==> config.mk <==
export PLATFORM = sky130hd
export DESIGN_NAME = basic_motor
export DESIGN_NICKNAME = d
export VERILOG_FILES = /design/src/rtl/basic_motor_pkg.sv /design/src/rtl/basic_motor_sensor_filter.sv /design/src/rtl/basic_motor.sv
export SDC_FILE = /design/constraint.sdc
export NUM_CORES = 1
export LEC_CHECK = 0
export ABC_AREA = 1
export CORE_ASPECT_RATIO = 1.1
export CORE_UTILIZATION = 60
export DETAILED_ROUTE_END_ITERATION = 6
export PLACE_DENSITY = 0.88
export SLEW_MARGIN = 20
export SYNTH_ARGS = -nofsm -noshare
export SYNTH_HDL_FRONTEND = slang
export SYNTH_SLANG_ARGS = --single-unit
==> constraint.sdc <==
create_clock -name clk -period 2.57 [get_ports clk]
set_input_delay 0.514 -clock clk [delete_from_list [all_inputs] [get_ports clk]]
set_output_delay 0.514 -clock clk [all_outputs]
set_load 0.01 [all_outputs]
==> src/rtl/basic_motor_pkg.sv <==
// Shared types for the line-following motor controller.
// State, turn-memory and motor-command encodings.
package basic_motor_pkg;

  typedef enum logic [2:0] {
    ST_STOP       = 3'd0,
    ST_FORWARD    = 3'd1,
    ST_TURN_LEFT  = 3'd2,
    ST_TURN_RIGHT = 3'd3,
    ST_SEARCH     = 3'd4
  } state_e;

  typedef enum logic {
    LT_LEFT  = 1'b0,
    LT_RIGHT = 1'b1
  } turn_e;

  typedef struct packed {
    logic left_dir;
    logic right_dir;
    logic left_act;
    logic right_act;
  } motor_cmd_t;

  function automatic motor_cmd_t motor_cmd(
    input state_e st,
    input turn_e  lt
  );
    motor_cmd_t c;
    c = '{left_dir: 1'b1, right_dir: 1'b1,
          left_act: 1'b0, right_act: 1'b0};
    unique case (st)
      ST_FORWARD: begin
        c.left_act  = 1'b1;
        c.right_act = 1'b1;
      end
      ST_TURN_LEFT:  c.right_act = 1'b1;
      ST_TURN_RIGHT: c.left_act  = 1'b1;
      ST_SEARCH: begin
        // pivot in place toward the side the wire was last seen
        c.left_dir  = (lt == LT_RIGHT);
        c.right_dir = (lt == LT_LEFT);
        c.left_act  = 1'b1;
        c.right_act = 1'b1;
      end
      default: ;
    endcase
    return c;
  endfunction

endpackage

==> src/rtl/basic_motor_sensor_filter.sv <==
// Two-flop synchronizer followed by a stability filter.
// Output follows input only after FILTER_CYCLES equal samples.
module sensor_filter #(
  parameter int unsigned WIDTH         = 1,
  parameter int unsigned FILTER_CYCLES = 4
) (
  input  logic             clk,
  input  logic             rst,
  input  logic [WIDTH-1:0] din,
  output logic [WIDTH-1:0] dout
);

  localparam logic [7:0] FC = 8'(FILTER_CYCLES);

  logic [WIDTH-1:0] meta_q, sync_q, last_q;
  logic [WIDTH-1:0] filt_q, filt_d;
  logic [7:0]       cnt_q, cnt_d, cnt_n;

  always_comb begin
    filt_d = filt_q;
    cnt_d  = '0;
    cnt_n  = (sync_q != last_q) ? 8'd1 : cnt_q + 8'd1;
    if (sync_q != filt_q) begin
      if (cnt_n >= FC) filt_d = sync_q;
      else             cnt_d  = cnt_n;
    end
  end

  always_ff @(posedge clk) begin
    if (rst) begin
      meta_q <= '0;
      sync_q <= '0;
      last_q <= '0;
      filt_q <= '0;
      cnt_q  <= '0;
    end else begin
      meta_q <= din;
      sync_q <= meta_q;
      last_q <= sync_q;
      filt_q <= filt_d;
      cnt_q  <= cnt_d;
    end
  end

  assign dout = filt_q;

endmodule

==> src/rtl/basic_motor.sv <==
// Line-following motor controller: filtered sensors drive a
// five-state FSM whose commands are PWM-gated onto the motors.
module basic_motor
  import basic_motor_pkg::*;
#(
  parameter int unsigned PWM_PERIOD     = 100,
  parameter int unsigned DUTY           = 75,
  parameter int unsigned FILTER_CYCLES  = 4,
  parameter int unsigned SEARCH_TIMEOUT = 1000
) (
  input  logic       clk,
  input  logic       rst,
  input  logic [2:0] induct,
  input  logic       proxim,
  output logic       leftOut,
  output logic       rightOut,
  output logic       leftEn,
  output logic       rightEn
);

  localparam logic [15:0] PWM_LAST = 16'(PWM_PERIOD - 1);
  localparam logic [31:0] SRCH_LAST = 32'(SEARCH_TIMEOUT - 1);

  logic [2:0]  ind_f;
  logic        prx_f;

  state_e      state_q, state_d;
  turn_e       last_turn_q, last_turn_d;
  logic [15:0] pwm_cnt_q, pwm_cnt_d;
  logic [31:0] search_cnt_q, search_cnt_d;
  logic        pwm_on;
  motor_cmd_t  cmd;
  logic        left_out_d, right_out_d;
  logic        left_en_d, right_en_d;

  sensor_filter #(
    .WIDTH        (3),
    .FILTER_CYCLES(FILTER_CYCLES)
  ) u_induct_filt (
    .clk (clk),
    .rst (rst),
    .din (induct),
    .dout(ind_f)
  );

  sensor_filter #(
    .WIDTH        (1),
    .FILTER_CYCLES(FILTER_CYCLES)
  ) u_proxim_filt (
    .clk (clk),
    .rst (rst),
    .din (proxim),
    .dout(prx_f)
  );

  always_ff @(posedge clk) begin
    if (rst) begin
      state_q      <= ST_STOP;
      last_turn_q  <= LT_LEFT;
      pwm_cnt_q    <= '0;
      search_cnt_q <= '0;
      leftOut      <= 1'b0;
      rightOut     <= 1'b0;
      leftEn       <= 1'b0;
      rightEn      <= 1'b0;
    end else begin
      state_q      <= state_d;
      last_turn_q  <= last_turn_d;
      pwm_cnt_q    <= pwm_cnt_d;
      search_cnt_q <= search_cnt_d;
      leftOut      <= left_out_d;
      rightOut     <= right_out_d;
      leftEn       <= left_en_d;
      rightEn      <= right_en_d;
    end
  end

  always_comb begin
    state_d = state_q;
    if (prx_f) begin
      state_d = ST_STOP;
    end else begin
      unique case (1'b1)
        (ind_f == 3'b010) || (ind_f == 3'b111):
          state_d = ST_FORWARD;
        (ind_f == 3'b100) || (ind_f == 3'b110):
          state_d = ST_TURN_LEFT;
        (ind_f == 3'b001) || (ind_f == 3'b011):
          state_d = ST_TURN_RIGHT;
        (ind_f == 3'b101): begin
          if (state_q == ST_STOP || state_q == ST_SEARCH)
            state_d = ST_FORWARD;
        end
        (ind_f == 3'b000): begin
          if (state_q == ST_FORWARD ||
              state_q == ST_TURN_LEFT ||
              state_q == ST_TURN_RIGHT)
            state_d = ST_SEARCH;
          else if (state_q == ST_SEARCH &&
                   search_cnt_q == SRCH_LAST)
            state_d = ST_STOP;
        end
        default: ;
      endcase
    end
  end

  always_comb begin
    last_turn_d = last_turn_q;
    if (state_d == ST_TURN_LEFT)  last_turn_d = LT_LEFT;
    if (state_d == ST_TURN_RIGHT) last_turn_d = LT_RIGHT;

    search_cnt_d = '0;
    if (state_q == ST_SEARCH && state_d == ST_SEARCH)
      search_cnt_d = search_cnt_q + 32'd1;

    pwm_cnt_d = (pwm_cnt_q == PWM_LAST) ? '0 : pwm_cnt_q + 16'd1;
    pwm_on    = ({16'h0, pwm_cnt_q} < DUTY);
  end

  // outputs are registered from the next state so they move with it
  always_comb begin
    cmd         = motor_cmd(state_d, last_turn_d);
    left_out_d  = cmd.left_dir;
    right_out_d = cmd.right_dir;
    left_en_d   = cmd.left_act & pwm_on;
    right_en_d  = cmd.right_act & pwm_on;
  end

endmodule

[Word level (Yosys, flattened, before mapping)]
Index checks and enable logic that the tools add are counted.
Cells by class
  reduce and logical (&&, ||, !) cells: 18
  bitwise operators: 6
  equality and inequality tests: 21
  muxes and demuxes: 12
  magnitude comparators: 3
  $add $sub $neg: 4
Operators with widths (number)
  32-bit by 1-bit adder with 32-bit output, second input constant: 1
  32-bit by 10-bit equality test with 1-bit output, second input constant: 1
  3-bit by 2-bit equality test with 1-bit output, second input constant: 6
  3-bit equality test, second input constant: 6
  16-bit by 1-bit adder with 16-bit output, second input constant: 1
  8-bit by 1-bit adder with 8-bit output, second input constant: 2
  16-bit by 7-bit equality test with 1-bit output, second input constant: 1
  8-bit by 3-bit greater-or-equal comparator with 1-bit output, second input constant: 2
  16-bit by 7-bit < comparator with 1-bit output, second input constant: 1
  8-bit two-way mux: 2
  3-bit one-hot mux with 5 select lines: 1
  3-bit two-way mux: 4
  3-bit OR reduction: 4
  3-bit by 1-bit equality test with 1-bit output, second input constant: 3
  3-bit logical NOT: 2
  1-bit logical OR: 6
  3-bit inequality test: 2
  1-bit two-way mux: 4
  1-bit inverter: 4
  2-bit AND reduction: 2
  2-bit OR reduction: 2
  1-bit AND: 2
  1-bit logical AND: 2
  2-bit two-way mux: 1
  1-bit inequality test: 2
Storage, ports and cells
  input port bits: 6
  flip-flop bits (word level): 88
  output and inout bits: 4
  word-level logic and storage cells: 82

[Depth between registers and ports, before layout]
  word-level depth: 11
  gate-level depth with buffers: 12
  mapped depth without buffers: 12

[Modules after synthesis]
Synthesis repeated with hierarchy kept, for this count alone.
Second synthesis, totals
  cells, all modules: 595
  area total of the unflattened synthesis: 4290.4 µm²
Modules (own cells, without submodules)
  basic_motor: sequential area each 1121.1 µm², cells each 426, area each 2974.1 µm², times used 1
  sensor_filter (u_induct_filt): sequential area each 400.4 µm², cells each 110, area each 857.1 µm², times used 1
  sensor_filter (u_proxim_filt): sequential area each 240.2 µm², cells each 59, area each 459.2 µm², times used 1

[Worst setup path before layout]
No wires, ideal clock.
  kind: register to register
  start point: reg search_cnt_q[0]
  end point: reg search_cnt_q[28]
  cell stages (with the launch flop): 11
  setup time: 115 ps
  data required time: 2455 ps
  slack: 936 ps
  buffers on the path: 0
  clock period less this slack: 1634 ps
  arrival: 1519 ps
  cell sequence: dfxtp_1 -> ha_1 -> nand2_1 -> nor2_1 -> nand3_1 -> nor2_2 -> nand4_2 -> nor2_2 -> nand3_1 -> nand2_1 -> nor2_1
On the way
  cells in the longest elaborated chain, start to end: 10
  elaborated cells between the ends (all ways): 11
  those cells by class: add/sub (1); eq/ne (2); mux (4); bitwise (1); reduce/logical (3)
RTL lines
  from (decl): line basic_motor.sv:30  | logic [31:0] search_cnt_q, search_cnt_d;
  from (signal assigned): line basic_motor.sv:70  | search_cnt_q <= search_cnt_d;
  32-bit by 10-bit equality test with 1-bit output: line basic_motor.sv:100  | search_cnt_q == SRCH_LAST)
  1-bit logical AND: line basic_motor.sv:99  | else if (state_q == ST_SEARCH &&
  3-bit two-way mux: line basic_motor.sv:99
  3-bit two-way mux: line basic_motor.sv:95  | if (state_q == ST_FORWARD ||
  3-bit one-hot mux with 5 select lines: line basic_motor.sv:83  | unique case (1'b1)
  3-bit two-way mux: line basic_motor.sv:80  | if (prx_f) begin
  3-bit equality test: line basic_motor.sv:114  | if (state_q == ST_SEARCH && state_d == ST_SEARCH)
  1-bit logical AND: line basic_motor.sv:114
  1-bit inverter (no source line)
  2-bit OR reduction (no source line)
Several ways; a longest one is shown, not always the timed one.
A chain may end at the register's enable or synchronous reset.

[Final worst setup path]
  start point: reg search_cnt_q[0]
  end point: reg search_cnt_q[1]
The elaborated chain is that of the path after synthesis.

==> results.txt <==
critical path launch point type -> flip-flop
DR pass1 iterations -> 4
worst skew pair latency -> 0.36 ns
min Tclk post-route -> 1.98 ns
CP endpoint kind -> flip-flop
worst IR drop on VDD -> 0.508 mV
DR vias -> 3433
Die Area -> 7240 um2
Die Height -> 89.1 um
leak pwr -> 1.74 nW
Post-CTS Resized -> 0
antenna cells -> 0
root buf cell -> clkbuf_8
Setup Buffers After CTS -> 0
IO buf count -> 9
critical path depth in cells -> 11
worst-path fanout max -> 13
core area -> 6630 um2
CTS Buf Count -> 9
H-Tree Depth -> 3
status -> complete, no violations
crit-path cells -> ha_1, nand2_1, nor2_1, nand2_1, nor2_1, nand2_1, nand2_1, nand2_1, nand4_4, buf_4, nor3b_1
Final WS setup -> 0.592 ns
Final ANT Viol Nets -> 0
top cells by count, synth -> nand2_1, dfxtp_1, nor2_1
Seq/Total Area, Yosys -> 42.6%
RSZ-0062 raised after global routing -> false
Congestion Overflow GR -> 0
die width -> 81.2 um
Synth area leaders -> dfxtp_1, nand2_1, nor2_1
most frequent CP cell -> nand2_1
FFs w/ async S/R, synth -> 0%
area delta synth->final -> 11.3%
required time of the critical path -> 2.85 ns
Post-Syn Instances -> 548
global-route wire length before repair -> 13.5 mm
worst slack, placed -> 0.498 ns
# DRC -> 0
clk sink count -> 88
# rows -> 31
initial antenna violation count -> 0
Hold Vio Cnt, Final -> 0
Pwr Density -> 631 nW/um2
critical path arrival -> 2.26 ns
count leader, synth -> nand2_1
# nets final -> 585
largest net degree at the start of global routing -> 24
final setup fails -> 0
Seq cells post-synth -> 88
Crit path largest cell delay -> 0.35 ns
drt wl/cell -> 11.6 um
R2R cell count -> 11
Total Routed Length -> 7.69 mm
dpl hpwl -> 5.66 mm
final worst-path cycle share -> 77.0%
EDFF count, synth -> 0
Synth top area share -> 42.6%
post-cts hold buffer count -> 0
vias in the first global route -> 3298
Worst Path Buf+Inv -> 1
Worst setup startpoint -> search_cnt_q[0]$_SDFF_PP0_
CTS tree -> yes
clk buf depth -> 2
Yosys top cell by area -> dfxtp_1
ys flop type -> dfxtp_1
io pins -> 10
GRT Overall Usage -> 24.3%
drt initial violations -> 239
syn avg cell area -> 7.56 um2
hold path cells -> 2
Worst path slowest cell -> dfxtp_1
count of cell types in the netlist -> 40
Syn Std Cell Area -> 4140 um2
Synth Warn # -> 0
Slew Limit Fails -> 0
max_cap viols -> 0
Final Skew -> 0.00813 ns
share of cells above drive strength 1 -> 10.5%
initial core utilization -> 62.4%
routability-driven placement congestion ratio -> 0.849
Fin Setup TNS -> 0 ns
Worst-path clk slew -> 0.09 ns
CP Class -> reg2reg
vias per cell -> 5.19
fmax -> 506 MHz
Hold WC Path Type -> reg2reg
RR Startpoint -> search_cnt_q[0]$_SDFF_PP0_
min-delay src -> u_induct_filt.meta_q[1]$_SDFF_PP0_
kind of cell adding the most delay to the critical path -> simple AND/OR/NAND/NOR gates
==> where the power goes <==
group	total (W)	internal, W	switching [W]
combinational	0.000294	0.000102	0.000191
clock	0.00117	0.000659	0.000514
sequential	0.00144	0.00141	0.0000324
==> logic make-up (layout without fill, tap and decap cells) <==
kind of cell             Yosys count  in the layout  share of synthesized area, %
buffers and inverters             82            103                          7.71
XOR/XNOR                          34             34                          7.19
adder cells (fa/ha/maj)            4              4                          1.21
AO/OA/AOI/OAI                     44             44                          5.98
other                              1             12                        0.0906
flip-flops                        88             88                          42.6
AND/OR/NAND/NOR                  295            295                          35.3
==> worst reg2reg max path, cell delays in order, from the launching register on <==
cell,delay (ns)
dfxtp_1,0.35
ha_1,0.24
nand2_1,0.11
nor2_1,0.05
nand2_1,0.07
nor2_1,0.05
nand2_1,0.07
nand2_1,0.05
nand2_1,0.13
nand4_4,0.27
buf_4,0.32
nor3b_1,0.19
==> final timing paths <==
kind	endpoint	slack [ns]
worst max register to register	search_cnt_q[1]$_SDFF_PP0_	0.59
worst min register to register	u_induct_filt.sync_q[1]$_SDFF_PP0_	0.40
worst min-delay path	u_induct_filt.sync_q[1]$_SDFF_PP0_	0.40
worst max-delay path	search_cnt_q[1]$_SDFF_PP0_	0.59
==> stage by stage <==
step                      util [%]  hold slack [ns]  power, W  area, um2  std cells
after global placement        65.7            0.390   0.00175       4360        646
after CTS                     69.5            0.402   0.00293       4610        662
after floorplan                  -            0.388   0.00169       4180        559
final                         69.5            0.403   0.00291       4610        662
after global routing          69.5            0.426   0.00302       4610        662
after detailed placement      65.7            0.393   0.00176       4360        646
==> cell usage in the layout, fill, tap and decap left out, drive strengths merged, types with 11 or more instances in the layout <==
cell	synthesis	final
nand3	34	34
nand2	103	103
dfxtp	88	88
inv	74	77
conb	1	12
nor3	27	27
xor2	25	25
o21ai	11	11
nor2	95	95
a21oi	23	23
nand4	11	11
==> cell type report <==
cell class,instances,area [um2]
clock buffer,9,124
tap,82,103
clock inverter,7,126
inverter,75,282
sequential,88,1760
timing repair buffer,12,113
fill,503,2020
multi-input combinational,389,2100
==> per-layer routing <==
layer | vias to the layer above | GRT usage (%) | share of wire, %
met1 | 1567 | 26.0 | 42
li1 | 1788 | - | -
met5 | - | 0 | 0
met2 | 59 | 44.9 | 52
met4 | 0 | 13.1 | 2.8
met3 | 19 | 4.49 | 3.1
==> sequential cells by signal, summed over array words and instances (netlist names), 3 cells and up <==
register	flops
u_proxim_filt.cnt_q	8
u_induct_filt.last_q	3
pwm_cnt_q	16
u_induct_filt.sync_q	3
u_induct_filt.cnt_q	8
state_q	3
search_cnt_q	32
u_induct_filt.meta_q	3
u_induct_filt.dout	3
No activity file was read; power rests on OpenSTA's default activity.
